**src/rtl/adder_ctrl_defs.vh**
```
// Shared control definitions for the multi-cycle adder: FSM state
// encodings and the default operand width.
`ifndef ADDER_CTRL_DEFS_VH
`define ADDER_CTRL_DEFS_VH

`define ADDER_ST_IDLE       2'd0
`define ADDER_ST_ADD        2'd1
`define ADDER_ST_DONE       2'd2
`define ADDER_DEFAULT_WIDTH 8

`endif

```
**src/rtl/multi_cycle_adder_pkg.sv**
```systemverilog
// Package for the multi-cycle adder: re-exports the shared header
// definitions as typed constants.
package multi_cycle_adder_pkg;

`include "adder_ctrl_defs.vh"

    localparam logic [1:0] ST_IDLE = `ADDER_ST_IDLE;
    localparam logic [1:0] ST_ADD  = `ADDER_ST_ADD;
    localparam logic [1:0] ST_DONE = `ADDER_ST_DONE;

    localparam int DEFAULT_WIDTH = `ADDER_DEFAULT_WIDTH;

endpackage

```
**src/rtl/two_bit_adder_cin.sv**
```systemverilog
// Stateless 2-bit adder slice with carry in and carry out.
module two_bit_adder_cin (
    input  logic [1:0] x,
    input  logic [1:0] y,
    input  logic       cin,
    output logic [1:0] z,
    output logic       carry
);

    logic [2:0] total;

    // Full 2-bit sum; the top bit is the slice carry.
    always_comb begin
        total = {1'b0, x} + {1'b0, y} + {2'b00, cin};
        z     = total[1:0];
        carry = total[2];
    end

endmodule

```
**src/rtl/multi_cycle_adder.sv**
```systemverilog
// Multi-cycle ripple adder: adds two WIDTH-bit unsigned operands two bits
// per clock, one 2-bit slice per ADD cycle, carrying between slices
// through a register.
module multi_cycle_adder
    import multi_cycle_adder_pkg::*;
#(
    parameter int WIDTH = DEFAULT_WIDTH
) (
    input  logic             clk,
    input  logic             rst,
    input  logic             start,
    input  logic [WIDTH-1:0] a,
    input  logic [WIDTH-1:0] b,
    output logic             ready,
    output logic [WIDTH-1:0] sum,
    output logic             carry_out,
    output logic             done
);

    localparam int SLICES = WIDTH / 2;
    localparam int IDX_W  = (SLICES > 1) ? $clog2(SLICES) : 1;
    localparam logic [IDX_W-1:0] LAST_IDX = IDX_W'(SLICES - 1);

    generate
        if ((WIDTH < 4) || ((WIDTH % 2) != 0)) begin : g_bad_width
            $error("multi_cycle_adder: WIDTH must be even and at least 4");
        end
    endgenerate

    logic [1:0]       state;
    logic [IDX_W-1:0] idx;
    logic [WIDTH-1:0] op_a;
    logic [WIDTH-1:0] op_b;
    logic             carry_r;
    logic [WIDTH-1:0] sum_r;
    logic             cout_r;

    logic [1:0]       slice_x;
    logic [1:0]       slice_y;
    logic [1:0]       slice_z;
    logic             slice_c;

    // Select the operand bits of the slice currently being processed.
    always_comb begin
        slice_x = op_a[{idx, 1'b0} +: 2];
        slice_y = op_b[{idx, 1'b0} +: 2];
    end

    two_bit_adder_cin u_slice (
        .x     (slice_x),
        .y     (slice_y),
        .cin   (carry_r),
        .z     (slice_z),
        .carry (slice_c)
    );

    // Operand capture on an accepted start; later changes on a/b are ignored.
    always_ff @(posedge clk) begin
        if (!rst && (state == ST_IDLE) && start) begin
            op_a <= a;
            op_b <= b;
        end
    end

    // Control FSM, slice counter, running carry and result registers.
    always_ff @(posedge clk) begin
        if (rst) begin
            state   <= ST_IDLE;
            idx     <= '0;
            carry_r <= 1'b0;
            sum_r   <= '0;
            cout_r  <= 1'b0;
        end else begin
            case (state)
                ST_IDLE: begin
                    if (start) begin
                        carry_r <= 1'b0;
                        idx     <= '0;
                        state   <= ST_ADD;
                    end
                end
                ST_ADD: begin
                    sum_r[{idx, 1'b0} +: 2] <= slice_z;
                    carry_r                 <= slice_c;
                    if (idx == LAST_IDX) begin
                        // Last slice: publish the final carry and park the
                        // index at 0 explicitly instead of letting it wrap.
                        idx    <= '0;
                        cout_r <= slice_c;
                        state  <= ST_DONE;
                    end else begin
                        idx <= idx + 1'b1;
                    end
                end
                ST_DONE: begin
                    state <= ST_IDLE;
                end
                default: begin
                    state <= ST_IDLE;
                end
            endcase
        end
    end

    // Status and result outputs decoded from the registered state.
    always_comb begin
        ready     = (state == ST_IDLE);
        done      = (state == ST_DONE);
        sum       = sum_r;
        carry_out = cout_r;
    end

endmodule
```
**config.mk**
```make
export PLATFORM = sky130hd
export DESIGN_NAME = multi_cycle_adder
export DESIGN_NICKNAME = d
export VERILOG_FILES = /design/src/rtl/multi_cycle_adder_pkg.sv /design/src/rtl/two_bit_adder_cin.sv /design/src/rtl/multi_cycle_adder.sv
export VERILOG_INCLUDE_DIRS = /design/src /design/src/rtl
export SDC_FILE = /design/constraint.sdc
export NUM_CORES = 1
export LEC_CHECK = 0
export BUFFER_PORTS_ARGS = -buffer_cell sky130_fd_sc_hd__buf_4
export CORE_AREA = 4 4 47 69
export DETAILED_ROUTE_END_ITERATION = 10
export DIE_AREA = 0 0 51 73
export PLACE_DENSITY = 0.74
export SYNTH_ARGS = -nofsm -noshare
export SYNTH_HDL_FRONTEND = slang
export SYNTH_SLANG_ARGS = --single-unit
```
**constraint.sdc**
```tcl
create_clock -name clk -period 3.4 [get_ports clk]
set_input_delay 0.34 -clock clk [delete_from_list [all_inputs] [get_ports clk]]
set_output_delay 0.34 -clock clk [all_outputs]
set_load 0.1 [all_outputs]
```
-- Yosys cells after proc, flatten, opt, wreduce, memory -nomap -nowiden
Index checks and enable logic that the tools add are counted.
- bits in registers: 30
- bits of input ports: 19
- output and inout bits: 11
- word-level logic and storage cells: 37
- $add $sub $neg: 4
- eq/ne operators: 5
- shift operators: 4
- mux-type cells: 9
- reduce and logical (&&, ||, !) cells: 8
- operators by type and width (cell ; number):
    $shiftx 8x4->2 ; 2
    $bwmux 8 ; 1
    $mux 2 ; 4
    $pmux 2 s2 ; 2
    $shift 2x5->8 const A ; 1
    $shiftx 2x5->8 ; 1
    $reduce_and 2->1 ; 3
    $neg 3->5 ; 1
    $eq 2x2->1 const B ; 2
    $ne 2x2->1 const B ; 2
    $add 2x2->3 ; 1
    $add 3x1->3 ; 1
    $add 2x1->2 const B ; 1
    $eq 2x1->1 const B ; 1
    $logic_and 1x1->1 ; 2
    $logic_not 2->1 ; 1
    $pmux 1 s2 ; 1
    $reduce_bool 2->1 ; 1
    $logic_not 1->1 ; 1
    $mux 1 ; 1

-- Depth between registers and ports, before layout
- depth in word-level cells: 5
- gate-level depth with buffers: 7
- gate-level depth less buffers: 6

-- By module
A second synthesis with hierarchy kept.
- cells, all modules: 105
- area, all modules: 1352.5 um^2
- modules (own cells, without submodules) (module ; instances ; cells an instance ; area an instance (um^2) ; seq. area each (um^2)):
    multi_cycle_adder ; 1 ; 95 ; 1282.5 ; 760.7
    two_bit_adder_cin ; 1 ; 10 ; 70.1 ; 0.0

-- Worst setup path after synthesis
No wires, ideal clock.
- kind: reg2reg
- from: register idx[0]
- to: register sum_r[3] (netlist: sum[3])
- library setup time: 70 ps
- data arrival time: 2681 ps
- required time: 3330 ps
- path slack: 649 ps
- cell stages (with the launch flop): 8
- buffers on the path: 1
- clock period less this slack: 2751 ps
- cells stage by stage: dfxtp_1 > buf_6 > mux4_1 > fa_1 > fa_1 > nand2_1 > or4_1 > a21oi_1
- cells in the longest elaborated chain, start to end: 5
- elaborated cells between the ends (all ways): 8
- classes of those cells: add/sub (3); shift (4); mux (1)
- ends and longest elaborated chain (what ; RTL line ; text):
    from (decl) ; multi_cycle_adder.sv:31 ; logic [IDX_W-1:0] idx;
    from (signal assigned) ; multi_cycle_adder.sv:92 ; idx <= idx + 1'b1;
    $shiftx 8x4->2 (on tied branches) ; multi_cycle_adder.sv:45, multi_cycle_adder.sv:46 ;
    $add 2x2->3 ; two_bit_adder_cin.sv:14 ; total = {1'b0, x} + {1'b0, y} + {2'b00, cin};
    $add 3x1->3 ; two_bit_adder_cin.sv:14 ;
    $shiftx 2x5->8 ; multi_cycle_adder.sv:83 ; sum_r[{idx, 1'b0} +: 2] <= slice_z;
    $bwmux 8 (*) ; multi_cycle_adder.sv:83 ;
    to (signal, indexed assignment) ; multi_cycle_adder.sv:83 ;
    to (decl) ; multi_cycle_adder.sv:35 ; logic [WIDTH-1:0] sum_r;
Every way passes the cells marked *; elsewhere a longest branch is shown, timed or not.
A chain may end at the register's enable or synchronous reset.

-- Final worst setup path
Same ends and word-level chain as after synthesis.

==> impl_metrics.json <==
{
  "status": "finished, final reports clean",
  "period_needed_ns": 2.72,
  "die_area_um2": 3720,
  "numCtsBuffers": 5,
  "path_class": "reg2reg",
  "cpMostUsedCell": "fa_1",
  "cp_cell_sequence": "mux4_1 > fa_1 > fa_1 > nand2_1 > or4_1 > a21oi_1",
  "ant_nets": 0,
  "power.density_nw_per_um2": 504,
  "rsz0062_at_grt": "false",
  "cts_resized": 0,
  "syn_nets": 124,
  "synthCells": 97,
  "critPathMaxFanout": 4,
  "clk_latency_ns": 0.28,
  "dp_cells": 160,
  "slew_violations": 0,
  "dp_hpwl_um": 1780,
  "hold_class": "in2reg",
  "syn_area_per_cell_um2": 13.7,
  "path_buf_inv": 0,
  "wirelength_um": 2270,
  "routedWlPerCell_um": 13.5,
  "n_antenna_cell": 0,
  "report.final.hold_viol_count": 0,
  "drc": 0,
  "num_vias": 882,
  "yosysWarnings": 0,
  "gp_congestion": 0.799,
  "cts.path.max_buffers": 2,
  "skew_ns": 0.00533,
  "fin_setup_tns_ns": 0,
  "ir_drop_uv": 277,
  "grt_remaining_overflow": 0,
  "cts.clk_slew.worst_paths_ns": 0.06,
  "endpoint_kind": "register",
  "drt_first_iter_violations": 20,
  "grt_pass1_wl_um": 3600,
  "grt_max_degree": 17,
  "nets": 157,
  "leakage_nw": 0.669,
  "grt_util_all_layers_pct": 13.5,
  "antenna_found_initial": 0,
  "worst_slew_pin_slew_ns": 0.518,
  "worstPathRequired_ns": 3.62,
  "die_w_um": 51,
  "die_h_um": 73,
  "grt_pass1_vias": 901,
  "cp_slowest_cell": "mux4_1",
  "relSlewSlack_pct": 65.4,
  "synth.distinct_cells": 29,
  "drive_above_1_share_pct": 32.1,
  "initial_core_util_pct": 49.6,
  "root_buffer": "clkbuf_8",
  "cp-start-kind": "register",
  "cts_sinks": 30,
  "postCtsSetupRepairBufs": 0,
  "viasPerCell": 5.25,
  "synth-seq-cells": 30,
  "cts_tree": "built",
  "syn-cell-area_um2": 1330,
  "timing.final.crit_share_pct": 80.1,
  "cp.arrival_ns": 2.94,
  "cpPeakStageDelay_ns": 0.61,
  "ios": 30,
  "critical-path-top-delay-family": "adder cells",
  "io_buffers": 29,
  "final_cells": 168,
  "core_area_um2": 2680,
  "htreeDepth": 2,
  "first_pass_iters": 4,
  "fmax_mhz": 367,
  "rows": 23,
  "ys_seq_area_share_pct": 57.4,
  "drv_cap": 0,
  "syn_to_final_growth_pct": 27.0,
  "setup-violations-final": 0,
  "postCtsHoldBufs": 0
}
-- cell usage after synthesis (all sizes together) --
cell type	count	area share, %
nand3b	4	3.2
inv	3	1.0
a22o	2	1.3
nand4	2	0.94
nor4b	1	0.66
a32o	2	1.5
o21bai	1	0.57
nor2b	2	0.94
dfxtp	14	21
a21oi	7	2.6
nor2	6	1.7
fa	2	3.0
or4	2	1.1
edfxtp	16	36
ha	6	5.7
nor4	2	0.94
mux4	4	7.9
mux2i	1	0.75
nand3	1	0.38
nand2b	2	0.94
a22oi	3	1.7
nand2	7	2.0
nor3	1	0.38
buf	5	2.7
nor3b	1	0.57
-- cells by family after synthesis --
| family | synth area share (%) |
|---|---|
| DFF | 57.4 |
| and+or+nand+nor | 13.8 |
| buffers and inverters | 3.77 |
| adders and majority gates | 8.68 |
| muxes | 8.68 |
| AOI/OAI and AO/OA | 7.74 |
-- metal layers --
metal | GRT usage, % | up-vias | part of all wire (%)
li1 | - | 430 | -
met1 | 10.9 | 415 | 35
met2 | 25.7 | 29 | 55
met3 | 5.52 | 8 | 7.0
met4 | 8.38 | 0 | 2.4
met5 | 0 | - | 0
-- path summary, 6_finish.rpt --
| check | start | endpoint | slack, ns | depth (start not counted) |
|---|---|---|---|---|
| worst max-delay path | idx[0] | sum[3] | 0.68 | 6 |
| worst min register to register | sum[2] | sum[2] | 0.45 | 2 |
| worst max register to register | idx[0] | sum[3] | 0.68 | 6 |
| worst min-delay path | a[6] | op_a[6] | 0.23 | 1 |
-- worst reg2reg max path: cells and delay by family (launching register included) --
| family | cells | cell delay (ns) |
|---|---|---|
| compound gates | 1 | 0.14 |
| mux | 1 | 0.61 |
| flops | 1 | 0.38 |
| simple gates | 2 | 0.53 |
| fa+ha+maj | 2 | 1.00 |
-- registers in the layout, indices dropped and copies added (netlist names) --
signal / flops
op_a: 8
op_b: 8
sum: 8
idx: 2
state: 2
carry_out: 1
carry_r: 1
-- power by group --
group	total (mW)	leakage, nW	switching, mW	internal (mW)
Clock	0.344	0.0579	0.129	0.215
Sequential	0.403	0.262	0.00812	0.395
Combinational	0.101	0.350	0.0588	0.0426
-- cell usage in the layout (no fill, tap or decap), types with 3 or more instances in the layout --
cell / instances
ha_1: 6
a21oi_1: 7
a22oi_1: 3
dfxtp_1: 14
nor2_1: 6
clkbuf_8: 5
nand2_1: 7
mux4_1: 4
buf_4: 31
edfxtp_1: 16
nand3b_1: 3
-- per-stage QoR --
stage          instance area [um^2]  hold slack, ns  utilization [%]  setup WS [ns]  total power [mW]
2_1_floorplan                  1330           0.439                -          0.649             0.480
3_3_place_gp                   1580           0.439             58.9          0.768             0.509
3_5_place_dp                   1580           0.447             58.9          0.694             0.513
4_1_cts                        1680           0.224             62.9          0.674             0.857
5_1_grt                        1680           0.221             62.9          0.587             0.876
6_report                       1680           0.233             62.9          0.678             0.849
-- cell type report --
class	instances	area, um^2
fill	219	992
sequential	30	761
multi-input combinational	59	522
timing repair buffer	31	233
clock buffer	5	68.8
tap	37	46.3
clock inverter	3	40.0
inverter	3	13.8
Note: power is estimated with default switching activity, not from simulation.
